**config.mk**
```make
export PLATFORM = sky130hd
export DESIGN_NAME = kf6845_light_pen_fifo
export DESIGN_NICKNAME = d
export VERILOG_FILES = /design/src/rtl/kf6845_pkg.sv /design/src/rtl/kf6845_light_pen_strobe.sv /design/src/rtl/kf6845_light_pen_fifo.sv
export SDC_FILE = /design/constraint.sdc
export NUM_CORES = 1
export LEC_CHECK = 0
export BUFFER_PORTS_ARGS = -buffer_cell sky130_fd_sc_hd__buf_2
export CAP_MARGIN = 20
export CORE_MARGIN = 10
export CORE_UTILIZATION = 58
export CTS_CLUSTER_DIAMETER = 150
export DETAILED_ROUTE_END_ITERATION = 7
export GPL_TIMING_DRIVEN = 0
export PLACE_DENSITY_LB_ADDON = 0.25
export SLEW_MARGIN = 20
export SYNTH_ARGS = -nofsm -noshare
export SYNTH_HDL_FRONTEND = slang
export SYNTH_SLANG_ARGS = --single-unit
```
**constraint.sdc**
```tcl
create_clock -name clock -period 3.08 [get_ports clock]
set_input_delay 0.616 -clock clock [delete_from_list [all_inputs] [get_ports clock]]
set_output_delay 0.616 -clock clock [all_outputs]
set_load 0.1 [all_outputs]
```
**src/rtl/kf6845_pkg.sv**
```systemverilog
// Shared types and constants for the KF6845 light pen capture path.
// Entries always carry a 16-bit address so the storage type does not depend on ADDR_WIDTH.
package kf6845_pkg;

  localparam int MAX_ADDR_W = 16;
  localparam int CH_W       = 2;

  typedef struct packed {
    logic [CH_W-1:0]       ch;
    logic [MAX_ADDR_W-1:0] addr;
  } lp_entry_t;

  localparam int ST_OVERFLOW  = 7;
  localparam int ST_EMPTY     = 6;
  localparam int ST_CH_LSB    = 4;
  localparam int ST_COUNT_LSB = 0;
  localparam int ST_COUNT_W   = 4;

  localparam logic [7:0] BUS_IDLE = 8'hFF;

endpackage

```
**src/rtl/kf6845_light_pen_strobe.sv**
```systemverilog
// One light pen channel: enable-qualified strobe sampling and rising-edge detection.
// Build with KF6845_LIGHT_PEN_FILTER_EN to require low-high-high before an edge is reported.
module kf6845_light_pen_strobe (
  input  logic clock,
  input  logic reset_n,
  input  logic video_clock_enable,
  input  logic lpstb,
  output logic strobe_edge
);

`ifdef KF6845_LIGHT_PEN_FILTER_EN
  // hist_q[0] is the latest enable sample, hist_q[1] the one before it.
  logic [1:0] hist_q, hist_d;

  always_comb begin
    hist_d = video_clock_enable ? {hist_q[0], lpstb} : hist_q;
  end

  always_ff @(posedge clock or negedge reset_n) begin
    if (!reset_n) hist_q <= 2'b11;
    else          hist_q <= hist_d;
  end

  assign strobe_edge = video_clock_enable & ~hist_q[1] & hist_q[0] & lpstb;
`else
  // Resetting high means a strobe already asserted at reset release is not an edge.
  logic prev_q, prev_d;

  always_comb begin
    prev_d = video_clock_enable ? lpstb : prev_q;
  end

  always_ff @(posedge clock or negedge reset_n) begin
    if (!reset_n) prev_q <= 1'b1;
    else          prev_q <= prev_d;
  end

  assign strobe_edge = video_clock_enable & ~prev_q & lpstb;
`endif

endmodule

```
**src/rtl/kf6845_light_pen_fifo.sv**
```systemverilog
// Multi-channel light pen capture into a shared FIFO with status/read mux on the data bus.
// Optional strobe glitch filter: define KF6845_LIGHT_PEN_FILTER_EN.
module kf6845_light_pen_fifo
  import kf6845_pkg::*;
#(
  parameter int ADDR_WIDTH = 14,
  parameter int DEPTH      = 4,
  parameter int CHANNELS   = 2
) (
  input  logic                  clock,
  input  logic                  reset_n,
  input  logic                  video_clock_enable,
  output logic [7:0]            internal_data_bus_out,
  input  logic                  read_light_pen_h_register,
  input  logic                  read_light_pen_l_register,
  input  logic                  read_light_pen_status_register,
  input  logic [ADDR_WIDTH-1:0] MA,
  input  logic [CHANNELS-1:0]   LPSTB
);

  localparam int PTR_W = (DEPTH > 1) ? $clog2(DEPTH) : 1;

  logic [CHANNELS-1:0]   edges;
  lp_entry_t             mem_q [DEPTH];
  lp_entry_t             wr_entry, head_entry;
  logic [PTR_W-1:0]      head_q, head_d, tail_q, tail_d;
  logic [ST_COUNT_W-1:0] count_q, count_d;
  logic                  ovf_q, ovf_d;
  logic                  rd_l_q, rd_l_d, rd_s_q, rd_s_d;
  logic [CH_W-1:0]       wr_ch;
  logic                  any_edge, multi_edge, empty, full, pop, wr;

  for (genvar i = 0; i < CHANNELS; i++) begin : g_strobe
    kf6845_light_pen_strobe u_strobe (
      .clock              (clock),
      .reset_n            (reset_n),
      .video_clock_enable (video_clock_enable),
      .lpstb              (LPSTB[i]),
      .strobe_edge        (edges[i])
    );
  end

  function automatic logic [PTR_W-1:0] ptr_inc(input logic [PTR_W-1:0] p);
    if (p == PTR_W'(DEPTH - 1)) return '0;
    return p + PTR_W'(1);
  endfunction

  always_comb begin
    wr_ch = '0;
    for (int i = CHANNELS - 1; i >= 0; i--) begin
      if (edges[i]) wr_ch = CH_W'(i);
    end
    any_edge   = |edges;
    multi_edge = |(edges & (edges - CHANNELS'(1)));
    empty      = (count_q == '0);
    full       = (count_q == ST_COUNT_W'(DEPTH));
    pop        = rd_l_q & ~read_light_pen_l_register & ~empty;
    // A pop in the same clock frees the slot, so a full FIFO can still accept.
    wr         = any_edge & (~full | pop);
    rd_l_d     = read_light_pen_l_register;
    rd_s_d     = read_light_pen_status_register;
    ovf_d      = multi_edge | (any_edge & full & ~pop) |
                 (ovf_q & ~(rd_s_q & ~read_light_pen_status_register));
    head_d     = pop ? ptr_inc(head_q) : head_q;
    tail_d     = wr  ? ptr_inc(tail_q) : tail_q;
    count_d    = count_q + ST_COUNT_W'(wr) - ST_COUNT_W'(pop);
    wr_entry   = '{ch: wr_ch, addr: MAX_ADDR_W'(MA)};
  end

  always_ff @(posedge clock or negedge reset_n) begin
    if (!reset_n) begin
      head_q  <= '0;
      tail_q  <= '0;
      count_q <= '0;
      ovf_q   <= 1'b0;
      rd_l_q  <= 1'b0;
      rd_s_q  <= 1'b0;
    end else begin
      head_q  <= head_d;
      tail_q  <= tail_d;
      count_q <= count_d;
      ovf_q   <= ovf_d;
      rd_l_q  <= rd_l_d;
      rd_s_q  <= rd_s_d;
    end
  end

  always_ff @(posedge clock) begin
    if (wr) mem_q[tail_q] <= wr_entry;
  end

  assign head_entry = mem_q[head_q];

  always_comb begin
    internal_data_bus_out = BUS_IDLE;
    if (read_light_pen_h_register) begin
      internal_data_bus_out = empty ? 8'h00 : head_entry.addr[15:8];
    end else if (read_light_pen_l_register) begin
      internal_data_bus_out = empty ? 8'h00 : head_entry.addr[7:0];
    end else if (read_light_pen_status_register) begin
      internal_data_bus_out = '0;
      internal_data_bus_out[ST_OVERFLOW] = ovf_q;
      internal_data_bus_out[ST_EMPTY]    = empty;
      internal_data_bus_out[ST_CH_LSB +: CH_W] = empty ? '0 : head_entry.ch;
      internal_data_bus_out[ST_COUNT_LSB +: ST_COUNT_W] = count_q;
    end
  end

endmodule
```
==> Word level (Yosys, flattened, before mapping) <==
Memory sizes are Yosys's and may differ from the RTL's.
Index checks and enable logic that the tools add are counted.
{ "word_totals": {"register_bits": 13, "mem_bits_rw": 60, "elab_cells": 59, "mem_count": 1} }
{ "mem_list": {"columns": ["memory", "depth", "word_bits", "read_ports", "rd_ports_with_merged_regs", "write_ports", "line", "text"], "rows": [
  ["mem_q", 4, 15, 1, 0, 1, "kf6845_light_pen_fifo.sv:24", "lp_entry_t mem_q [DEPTH];"]
]} }
{ "op_classes": {"add_sub_neg": 5, "n_eq_ne": 3, "mux": 16, "bitwise": 23, "reduce_logical": 3} }
{ "op_table": {"columns": ["cell", "n"], "rows": [
  ["8-bit two-way mux", 5],
  ["1-bit AND", 11],
  ["2-bit two-way mux", 5],
  ["1-bit NOT", 8],
  ["1-bit two-way mux", 6],
  ["2-bit by 1-bit adder with 2-bit output (second input constant)", 2],
  ["4-bit by 1-bit adder with 4-bit output", 1],
  ["2-bit equality test (second input constant)", 2],
  ["4-bit by 3-bit equality test with 1-bit output (second input constant)", 1],
  ["4-bit logical NOT", 1],
  ["2-bit OR reduction", 2],
  ["4-bit by 1-bit subtractor with 4-bit output", 1],
  ["1-bit OR", 3],
  ["2-bit AND", 1],
  ["2-bit by 1-bit subtractor with 2-bit output (second input constant)", 1]
]} }

==> Logic depth before layout (Yosys ltp) <==
{ "logic_depth": {"ltp_word": 8, "depth_mapped": 11, "depth_no_buf": 9} }

==> Modules after synthesis <==
Synthesis repeated with hierarchy kept, for this count alone.
{ "unflattened": {"hier_cells": 184, "hier_area_um2": 3166.8} }
{ "modules_own_cells": {"columns": ["mod", "instances", "cells_each", "area_per_inst_um2", "seq_area_each_um2"], "rows": [
  ["kf6845_light_pen_fifo", 1, 178, 3064.2, 2077.0],
  ["kf6845_light_pen_strobe", 2, 3, 51.3, 26.3]
]} }

==> Worst setup path before layout <==
OpenSTA, ideal clock, no wires.
{ "synth_timing": {"path_kind": "input port to output port", "startpoint": "input read_light_pen_l_register", "endpoint": "output internal_data_bus_out[5]", "t_arrival_ns": 3.094, "t_required_ns": 2.464, "setup_slack_ns": -0.630, "stages": 3, "path_buffers": 1, "path_cell_list": "clkbuf_1 > a31oi_1 > o21ai_0"} }
{ "synth_via": {"elab_chain_len": 2} }
{ "synth_rtl": {"columns": ["item", "line", "text"], "rows": [
  ["start: declaration", "kf6845_light_pen_fifo.sv:15", "input logic read_light_pen_l_register,"],
  ["8-bit two-way mux", "kf6845_light_pen_fifo.sv:98", "end else if (read_light_pen_l_register) begin"],
  ["8-bit two-way mux", "kf6845_light_pen_fifo.sv:96", "if (read_light_pen_h_register) begin"],
  ["end: declaration", "kf6845_light_pen_fifo.sv:13", "output logic [7:0] internal_data_bus_out,"]
]} }
Every way passes these cells.

==> Final worst setup path <==
{ "layout_timing": {"startpoint": "register count_q[2]", "endpoint": "output internal_data_bus_out[4]"} }
{ "layout_via": {"elab_chain_len": 5} }
{ "layout_rtl": {"columns": ["item", "line", "text"], "rows": [
  ["start: declaration", "kf6845_light_pen_fifo.sv:27", "logic [ST_COUNT_W-1:0] count_q, count_d;"],
  ["start signal: assignment", "kf6845_light_pen_fifo.sv:81", "count_q <= count_d;"],
  ["4-bit logical NOT *", "kf6845_light_pen_fifo.sv:55", "empty = (count_q == '0);"],
  ["2-bit two-way mux", "kf6845_light_pen_fifo.sv:104", "internal_data_bus_out[ST_CH_LSB +: CH_W] = empty ? '0 : head_entry.ch;"],
  ["8-bit two-way mux", "kf6845_light_pen_fifo.sv:100", "end else if (read_light_pen_status_register) begin"],
  ["8-bit two-way mux", "kf6845_light_pen_fifo.sv:98", null],
  ["8-bit two-way mux *", "kf6845_light_pen_fifo.sv:96", null]
]} }
Every way passes the cells marked *; elsewhere a longest branch is shown, timed or not.

==> results.cfg <==
[status]
outcome = finished, final reports clean

[synth]
yosysTopAreaCell = edfxtp_1
synth_area_leaders = edfxtp_1 56%, mux4_2 11%, dfrtp_1 8.6%
yosysSeqAreaShare_pct = 66.7
ys_async_sr_fraction_pct = 17.8
avgSynthCellArea_um2 = 17.1
synth_cell_types = 37
syn_nets = 220
synth-seq-cells = 73
synth_warnings = 0
yosysMostFrequentCell = edfxtp_1
synth-main-ff-cell = edfxtp_1
ys_top_cells_by_count = 60 x edfxtp_1, 15 x mux4_2, 11 x dfrtp_1
syn-cell-area_mm2 = 0.00319
syn_inst = 187
synth_top_area_share_pct = 56.4
synth_edf_count = 60

[critical_path]
r2r_start = count_q[2]
ff2ff_setup_slack_ns = 0.42
r2r_end = count_q[3]
crit_path_max_fanout = 10
worstSetupStartpointType = flip-flop
cp.required_ns = 2.46
arrival_ns = 2.29
ff2ff_path_depth = 11
cp-end-kind = output pin
worstSetupPathType = flip-flop to output pin

[timing]
setup_tns_ns = 0
slew_headroom_pct = 43.9
finalMaxSlewViolations = 0
tightest_slew_ns = 0.841
timing.final.ws_setup_ns = 0.174
setup_violations = 0
fin_skew_ns = 0.00766
rsz0062_at_grt = false
fmax_mhz = 344
fin_crit_sh_pct = 94.4
layout_min_cycle_time_ns = 2.91
hold_viol = 0

[power_and_ir_drop]
p_total_mw = 3.28
power_density_mw_per_mm2 = 896
ir_worst_vdd_mv = 0.920
p_leak_nw = 1.36

[grt]
track_usage_pct = 14.7
grt_pass1_wl_mm = 9.69
overflow = 0
grt_max_degree = 16
grt_pass1_vias = 1932
antenna_found_initial = 0

[cts]
clkLatencyLatePin_ns = 0.35
cts_max_level = 3
cts_buffer_depth = 2
clk_pin_slew_ns = 0.08
cts_hold_buf = 0
cts_sinks = 73
numCtsBuffers = 9
cts_root_buf = clkbuf_8
cts_tree = yes

[finish]
antennaDiodeCount = 0
final_core_util_pct = 69.9
stdcell_area_mm2 = 0.00366
area.growth.synth_to_final_pct = 14.7
fin_nets = 260
drive_gt1_share_pct = 35.8

[route]
drc_errors = 0
wl_mm = 5.83
wl_per_cell_um = 19.3
dr.first_iter.drc_count = 116
vias_per_cell = 5.74
num_vias = 1734
dr.pass1.iters = 4
ant_nets = 0

[floorplanning]
top_level_ports = 30
fp.dieW_um = 94.2
initial_core_util_pct = 60.9
num_rows = 26
die_h_um = 94.2
core_area_mm2 = 0.00524
dieArea_mm2 = 0.00887

[placed_design]
placed_area_mm2 = 0.00345
gp_congestion = 0.762
hpwl_mm = 4.03
preCtsSetupSlack_ns = 0.299
port_buffers = 29

[worst_hold_path]
min_path_type = primary input to async pin

[run]
cap_violations = 0
==> metal layers <==
metal  vias up  wire, um  GRT usage, %
li1        802         -             -
met1       876      2370          16.2
met2        48      3030          24.7
met3         8       353          6.79
met4         0        80          4.68
met5         -         0             0
==> registers in the layout (all words and copies together), names as in the netlist <==
register	cells
mem_q	60
count_q	4
g_strobe.u_strobe.prev_q	2
head_q	2
tail_q	2
ovf_q	1
rd_l_q	1
rd_s_q	1
==> worst max-delay path, cell delays in order (launching register included) <==
cell and delay, ns:
dfrtp_1 0.41, inv_1 0.10, ha_1 0.17, or3b_1 0.34, buf_2 0.17, clkbuf_2 0.21, a22o_1 0.25, buf_2 0.29
==> logic make-up (layout without fill, tap and decap cells) <==
logic type | after synthesis | count (layout) | synth area share (%)
adder cells (fa/ha/maj) | 11 | 11 | 4.55
AO/OA/AOI/OAI | 23 | 23 | 5.29
XOR/XNOR | 2 | 2 | 0.549
AND/OR/NAND/NOR | 37 | 37 | 6.70
buffers and inverters | 19 | 64 | 2.78
flip-flops | 73 | 73 | 66.7
multiplexers | 22 | 22 | 13.4
==> placed cells by master (no fill, tap or decap), types with 5 or more instances in the layout <==
cell and count:
edfxtp_1 60, buf_2 26, mux4_2 15, dfrtp_1 11, inv_1 10, ha_1 10
clkbuf_8 9, buf_4 7, a21oi_1 7, nand2b_1 6, nand3_1 6, and2_1 5
nand2_1 5, clkbuf_1 5
==> worst max path at each step <==
stage,startpoint,slack [ns],depth (start not counted),to
CTS,count_q[2],0.03,8,internal_data_bus_out[1]
floorplan,read_light_pen_l_register,0.12,3,internal_data_bus_out[5]
finish,count_q[2],0.17,7,internal_data_bus_out[4]
global placement,count_q[2],0.32,8,internal_data_bus_out[1]
global route,count_q[2],0.05,7,internal_data_bus_out[4]
detailed placement,count_q[2],0.30,8,internal_data_bus_out[1]
==> power breakdown <==
part	internal, mW	switching [mW]
clock network	0.382	0.355
registers	1.23	0.0756
logic	0.490	0.753
total	2.10	1.18
==> cell type report <==
cell class                 instances  area [um^2]
fill                             341         1580
sequential                        73         2130
inverter                          10         37.5
multi-input combinational         95         1000
buffer                             9         52.6
timing repair buffer              29          158
clock inverter                     5         63.8
clock buffer                      11          131
tap                               70         87.6
==> timing repair <==
action / in CTS / in global routing
endpoints found under the setup margin: 5 / 7
buffers inserted: 0 / 0
gates resized for setup: 5 / 1
==> through the flow <==
stage	hold WS [ns]	cells
2_1_floorplan	0.320	187
3_3_place_gp	0.507	286
3_5_place_dp	0.523	286
4_1_cts	0.140	302
5_1_grt	0.144	302
6_report	0.143	302
(Power assumes the default switching activity.)
